### config.mk
export PLATFORM = sky130hd
export DESIGN_NAME = pipe_ctrl
export DESIGN_NICKNAME = d
export VERILOG_FILES = /design/src/rtl/pipe_ctrl.sv
export SDC_FILE = /design/constraint.sdc
export NUM_CORES = 1
export LEC_CHECK = 0
export CAP_MARGIN = 20
export CORE_AREA = 2 2 154 118
export DETAILED_ROUTE_END_ITERATION = 7
export DIE_AREA = 0 0 156 120
export GPL_ROUTABILITY_DRIVEN = 1
export PLACE_DENSITY_LB_ADDON = 0.12
export SYNTH_ARGS = -nofsm -noshare
export SYNTH_HDL_FRONTEND = slang
export SYNTH_SLANG_ARGS = --single-unit
### constraint.sdc
create_clock -name clk -period 4.76 [get_ports clk]
set_input_delay 0.952 -clock clk [delete_from_list [all_inputs] [get_ports clk]]
set_output_delay 0.952 -clock clk [all_outputs]
set_load 0.02 [all_outputs]
### src/rtl/pipe_ctrl.sv
// Y86 5-stage pipeline control: load-use stalls, mispredict squash, ret bubbles,
// exception halt, plus saturating cycle/stall/bubble counters.
module pipe_ctrl #(
    parameter int CNT_W   = 32,
    parameter int RET_LAT = 3
) (
    input  logic             clk,
    input  logic             rst,
    input  logic [7:0]       d_icode,
    input  logic [3:0]       d_srcA,
    input  logic [3:0]       d_srcB,
    input  logic [7:0]       e_icode,
    input  logic [3:0]       e_dstM,
    input  logic             e_cnd,
    input  logic [1:0]       m_stat,
    input  logic [1:0]       w_stat,
    output logic             f_stall,
    output logic             d_stall,
    output logic             d_bubble,
    output logic             e_bubble,
    output logic             m_bubble,
    output logic             w_stall,
    output logic             halted,
    output logic [CNT_W-1:0] cyc_cnt,
    output logic [CNT_W-1:0] stall_cnt,
    output logic [CNT_W-1:0] bubble_cnt
);
    localparam int RW = $clog2(RET_LAT + 1);

    typedef enum logic [1:0] {S_RUN, S_RET_WAIT, S_HALTED} state_t;

    state_t          r_state, w_next;
    logic [RW-1:0]   r_ret_cnt, w_ret_cnt_nxt;
    logic            w_lu, w_mp, w_rt, w_exc;

    assign w_lu  = (e_icode == 8'h05 || e_icode == 8'h0B) && (e_dstM != 4'hF) &&
                   (e_dstM == d_srcA || e_dstM == d_srcB);
    assign w_mp  = (e_icode == 8'h07) && !e_cnd;
    assign w_rt  = (d_icode == 8'h09);
    assign w_exc = (m_stat != 2'd0) || (w_stat != 2'd0);

    always_comb begin
        f_stall       = 1'b0;
        d_stall       = 1'b0;
        d_bubble      = 1'b0;
        e_bubble      = 1'b0;
        m_bubble      = 1'b0;
        w_stall       = 1'b0;
        halted        = 1'b0;
        w_next        = r_state;
        w_ret_cnt_nxt = r_ret_cnt;
        case (r_state)
            S_RUN: begin
                if (w_lu) begin
                    f_stall  = 1'b1;
                    d_stall  = 1'b1;
                    e_bubble = 1'b1;
                end else if (w_mp) begin
                    // a ret in D here is on the wrong path and is squashed
                    d_bubble = 1'b1;
                    e_bubble = 1'b1;
                end else if (w_rt) begin
                    f_stall       = 1'b1;
                    d_bubble      = 1'b1;
                    w_ret_cnt_nxt = RW'(RET_LAT - 1);
                    w_next        = (RET_LAT > 1) ? S_RET_WAIT : S_RUN;
                end
            end
            S_RET_WAIT: begin
                f_stall       = 1'b1;
                d_bubble      = 1'b1;
                w_ret_cnt_nxt = r_ret_cnt - RW'(1);
                if (r_ret_cnt <= RW'(1))
                    w_next = S_RUN;
            end
            S_HALTED: begin
                f_stall  = 1'b1;
                d_stall  = 1'b1;
                e_bubble = 1'b1;
                m_bubble = 1'b1;
                w_stall  = 1'b1;
                halted   = 1'b1;
            end
            default: w_next = S_RUN;
        endcase
        // exceptions stop younger instructions from touching CC/memory
        if (r_state != S_HALTED && w_exc) begin
            m_bubble = 1'b1;
            if (w_stat != 2'd0) begin
                w_stall = 1'b1;
                w_next  = S_HALTED;
            end
        end
        if (!rst) begin
            f_stall  = 1'b0;
            d_stall  = 1'b0;
            d_bubble = 1'b0;
            e_bubble = 1'b0;
            m_bubble = 1'b0;
            w_stall  = 1'b0;
            halted   = 1'b0;
        end
    end

    function automatic logic [CNT_W-1:0] sat_inc(input logic [CNT_W-1:0] v);
        return (v == {CNT_W{1'b1}}) ? v : v + CNT_W'(1);
    endfunction

    always_ff @(posedge clk or negedge rst) begin
        if (!rst) begin
            r_state    <= S_RUN;
            r_ret_cnt  <= '0;
            cyc_cnt    <= '0;
            stall_cnt  <= '0;
            bubble_cnt <= '0;
        end else begin
            r_state   <= w_next;
            r_ret_cnt <= w_ret_cnt_nxt;
            if (r_state != S_HALTED) begin
                cyc_cnt <= sat_inc(cyc_cnt);
                if (f_stall)
                    stall_cnt <= sat_inc(stall_cnt);
                if (d_bubble || e_bubble || m_bubble)
                    bubble_cnt <= sat_inc(bubble_cnt);
            end
        end
    end
endmodule
Word-level counts from Yosys, hierarchy flattened
Index checks and enable logic that the tools add are counted.
- memories: 0
- logic and storage cells: 82
- input bits: 35
- bits in registers: 100
- output and inout bits: 103
- bits in latches: 0
- memory bits (writable): 0
- memory bits (read-only): 0
- multiplexer cells: 34
- $lt $le $gt $ge: 1
- bitwise gates (word level): 3
- multipliers: 0
- equality and inequality tests: 16
- div/mod/pow operators: 0
- reduce and logical (&&, ||, !) cells: 19
- $add $sub $neg: 4
- shifts and indexed selects: 0
- operator list (cell ; count):
    adder 32 x 1 -> 32 bit (second input constant) ; 3
    equality test 32 bit (second input constant) ; 3
    two-way mux 1 bit ; 19
    two-way mux 2 bit ; 9
    equality test 8 x 3 -> 1 bit (second input constant) ; 2
    equality test 8 x 4 -> 1 bit (second input constant) ; 2
    equality test 4 bit ; 2
    inequality test 2 bit (second input constant) ; 4
    case mux 1 bit (2 select lines) ; 4
    case mux 2 bit (3 select lines) ; 1
    AND reduction 3 bit ; 2
    nonzero test 2 bit ; 3
    logical OR 1 bit ; 5
    logical AND 1 bit ; 4
    inequality test 4 bit (second input constant) ; 1
    case mux 2 bit (2 select lines) ; 1
    AND reduction 4 bit ; 1
    NOT 1 bit ; 3
    equality test 2 x 1 -> 1 bit (second input constant) ; 1
    equality test 2 bit (second input constant) ; 1
    less-or-equal comparator 2 x 1 -> 1 bit (second input constant) ; 1
    logical NOT 2 bit ; 1
    AND reduction 2 bit ; 1
    OR reduction 2 bit ; 1
    other kinds (2) ; 2

Logic depth before layout (Yosys ltp)
- depth after elaboration: 10
- depth in mapped cells: 9
- mapped depth without buffers: 8

Worst setup path before layout
OpenSTA, ideal clock, no wires.
- kind: input to output
- start: input port d_icode[5]
- end: output port d_bubble
- path slack: 1618 ps
- data required time: 3808 ps
- cell stages on the path: 4
- buffers on the path: 0
- arrival: 2190 ps
- cell sequence: or4_1 nor2_1 nand2_1 a311oi_2
- cells in the longest elaborated chain, start to end: 6
- ends and longest elaborated chain (element ; line ; RTL):
    start: declaration ; 9 ; input logic [7:0] d_icode,
    equality test 8 x 4 -> 1 bit ; 39 ; assign w_rt = (d_icode == 8'h09);
    two-way mux 1 bit ; 62 ; end else if (w_rt) begin
    two-way mux 1 bit ; 58 ; end else if (w_mp) begin
    two-way mux 1 bit ; 54 ; if (w_lu) begin
    case mux 1 bit (2 select lines) ; 52 ; case (r_state)
    two-way mux 1 bit ; 94 ; if (!rst) begin
    end: declaration ; 19 ; output logic d_bubble,
No other way between the ends.

Worst setup path after layout
- start: input port e_dstM[1]
- end: output port e_bubble
- cells in the longest elaborated chain, start to end: 6
- elaborated cells on any way between the ends: 9
- those cells by class: eq/ne: 3; mux: 3; reduce/logical: 3
- ends and longest elaborated chain (element ; line ; RTL):
    start: declaration ; 13 ; input logic [3:0] e_dstM,
    inequality test 4 bit or equality test 4 bit (tied branches) ; 36, 37 ;
    logical AND 1 bit or logical OR 1 bit (tied branches) ; 36, 37 ;
    logical AND 1 bit * ; 36 ; assign w_lu = (e_icode == 8'h05 || e_icode == 8'h0B) && (e_dstM != 4'hF) &&
    two-way mux 1 bit * ; 54 ;
    case mux 1 bit (2 select lines) * ; 52 ;
    two-way mux 1 bit * ; 94 ;
    end: declaration ; 20 ; output logic e_bubble,
Mark *: on every way between the ends. The rest lies on a longest branch, timed or not.

==> summary.md <==
| Metric | Value |
|---|---|
| Status | complete, no violations |
| Routed wire length | 13,400 um |
| Die width | 156 um |
| Slew headroom | 0.486 |
| Leakage | 0.00301 uW |
| CP Capture Type | primary output |
| Gr usage total | 0.145 |
| NetSw | 687 uW |
| Worst endpoint required time | 3.81 ns |
| Final max-slew violation count | 0 |
| Mean Syn Cell Area | 10.1 um2 |
| Peak supply drop | 212 uV |
| Worst skew pair latency | 0.35 ns |
| Largest family of logic cells by synthesized area | simple AND/OR/NAND/NOR gates |
| Via density | 4.88 |
| Synth cell types | 48 |
| Io pins | 138 |
| RSZ-0062 raised after global routing | no |
| XOR/XNOR Fraction of Synth Area | 0.173 |
| ANT cells | 0 |
| Tightest Pin Transition | 0.771 ns |
| Part of the cycle the worst path needs | 0.914 |
| Ratio of cells with drive above 1 in the final layout | 0.0523 |
| Clock sinks | 100 |
| Global-route wire length before repair | 21,500 um |
| Clock skew | 0.0162 ns |
| Final setup viols | 0 |
| Routed len/inst | 15.4 um |
| Sw Ratio | 0.311 |
| P&R area growth vs syn | 37.6% |
| Ys async rst share | 1.00 |
| Fillers | 1,712 |
| Dpl cells | 854 |
| Initial Util | 0.295 |
| Hold Crit Class | reg2reg |
| Post-cts sizing count | 0 |
| Setup ws final | 0.412 ns |
| Row count | 42 |
| Internal Power | 1520 uW |
| Clock power frac | 0.347 |
| CTS Buf Count | 9 |
| GR Overflow Total | 0 |
| Startpoint types | input port |
| Place WS | 0.414 ns |
| WP data arrival | 3.40 ns |
| HPWL after DPL | 9790 um |
| Final Wtd Congestion | 0.802 |
| ANT nets after route | 0 |
| Adder-cell share of the synthesized area | 0.0172 |
| CTS Buffer Depth | 2 |
| Fin cells | 870 |
| Final nets | 687 |
| Final worst path period need | 4.35 ns |
| IO buf count | 137 |
| H-tree Lvls | 3 |
| Drt first pass iters | 4 |
| Synthesized Nets | 545 |
| Multiplexer share of the synthesized area | 0.00442 |
| Die Y | 120 um |
| Synth Area in Compound Gates | 0.0444 |
| Mapped cell area | 5100 um2 |
| Worst Setup Path Type | in2out |
| CTS tree | yes |
| Most used DFF post-synth | dfrtp_1 |
| CTS hold repair buffers | 0 |
| DR DRC count | 0 |
| Comb power frac | 0.210 |
| MaxCap Viol Count | 0 |
| Yosys Warn Count | 0 |
| Yosys top cell area share | 0.491 |
| Core area | 17,300 um2 |
| Ranking of synthesized cells by area | dfrtp_1, xor2_1, xnor2_1 |
| Synth area leader | dfrtp_1 |
| DIE AREA | 18,700 um2 |
| Fmax | 0.230 GHz |
| Buffers inserted by post-CTS timing repair | 0 |
| Top cells by count, synth | dfrtp_1, xor2_1, nand3_1 |
| Mapped Cells | 503 |
| Post-Synth Simple-Gate Area | 0.243 |
| EDFF count, synth | 0 |
| Vias after detailed routing | 4,242 |
| Final core utilization | 0.406 |
| Initial drt markers | 169 |
| Reg clk slew, reported paths | 0.08 ns |
| Top-count cell post-synth | dfrtp_1 |
| Seq cells post-synth | 100 |
| Initial antenna violation count | 0 |
| Pwr per Cell Area | 315 nW/um2 |
| Clk root buf | clkbuf_16 |
| Vias in the first global route | 4,154 |
| Worst-path fanout max | 3 |
| Register area share after synthesis | 0.491 |
| Setup TNS | 0 ns |
| Largest net degree at the start of global routing | 59 |
| Final hold vios | 0 |
| Reg power frac | 0.443 |
## worst max-delay path, stage by stage
cell	delay (ns)
clkdlybuf4s50_1	0.47
xor2_1	0.18
nor4_1	0.47
o21ai_0	0.24
a21oi_1	0.32
or2_2	0.17
clkdlybuf4s50_1	0.59
## sequential cells by signal, summed over array words and instances (netlist names)
register	cells
r_ret_cnt	2
cyc_cnt	32
bubble_cnt	32
r_state	2
stall_cnt	32
## kinds of logic after synthesis
logic type / after synthesis
DFF: 100
AOI/OAI and AO/OA: 30
xor gates and xnor gates: 101
muxes: 2
adders and majority gates: 7
buffers and inverters: 30
and+or+nand+nor: 233
## worst paths after layout
| kind | startpoint | end | slack [ns] | cells after the start |
|---|---|---|---|---|
| worst min register to register | stall_cnt[26] | stall_cnt[26] | 0.48 | 1 |
| worst max register to register | stall_cnt[2] | stall_cnt[18] | 1.95 | 7 |
| max in group asynchronous | rst | stall_cnt[24] | 3.43 | 2 |
| min in group asynchronous | rst | bubble_cnt[26] | 0.74 | 2 |
| worst max-delay path | e_dstM[1] | e_bubble | 0.41 | 7 |
| worst min-delay path | stall_cnt[26] | stall_cnt[26] | 0.48 | 1 |
## power by group through the flow
stage	registers (uW)	logic (uW)	clock network (uW)
floorplan	1030	207	0
global placement	992	459	0
detailed placement	993	468	0
CTS	979	470	794
global route	989	503	831
finish	980	464	766
## metrics by stage
stage	hold slack (ns)	instance area (um2)	power, uW
2_1_floorplan	0.509	5100	1240
3_3_place_gp	0.473	6720	1450
3_5_place_dp	0.472	6720	1460
4_1_cts	0.490	7020	2240
5_1_grt	0.513	7020	2320
6_report	0.483	7020	2210
## per-layer routing
metal	share of wire	up-vias	GRT usage
li1	-	2044	-
met2	0.43	121	0.220
met5	0	-	0
met1	0.50	2064	0.204
met3	0.057	13	0.0376
met4	0.011	0	0.0390
## layout make-up
cell class                      count  area [um2]  share of cell area
Clock inverter                      6        76.3              0.0109
Timing Repair Buffer              140        1390               0.198
Multi-Input combinational cell    373        2470               0.351
Tap cell                          220         275              0.0392
Clock buffer                       10         229              0.0326
Inverter                           21        78.8              0.0112
Sequential cell                   100        2500               0.356
## placed cells by master (no fill, tap or decap), drive strengths merged, types with 2 or more instances in the layout
cell | Yosys | routed
o211ai | 4 | 4
nor4 | 15 | 15
nand2 | 44 | 44
buf | 7 | 4
or4 | 2 | 2
a21oi | 7 | 7
clkbuf | 2 | 10
nand3 | 45 | 45
o21ai | 7 | 7
or3 | 2 | 2
and4 | 7 | 7
nand3b | 2 | 2
and3 | 13 | 13
or2 | 3 | 3
and2 | 5 | 5
inv | 21 | 25
o31a | 2 | 2
xor2 | 58 | 58
nand4 | 24 | 24
xnor2 | 43 | 43
clkdlybuf4s50 | 0 | 136
dfrtp | 100 | 100
mux2 | 2 | 2
nor2 | 29 | 29
o21a | 2 | 2
nor3 | 36 | 36
ha | 7 | 7
Note: power is estimated with default switching activity, not from simulation.
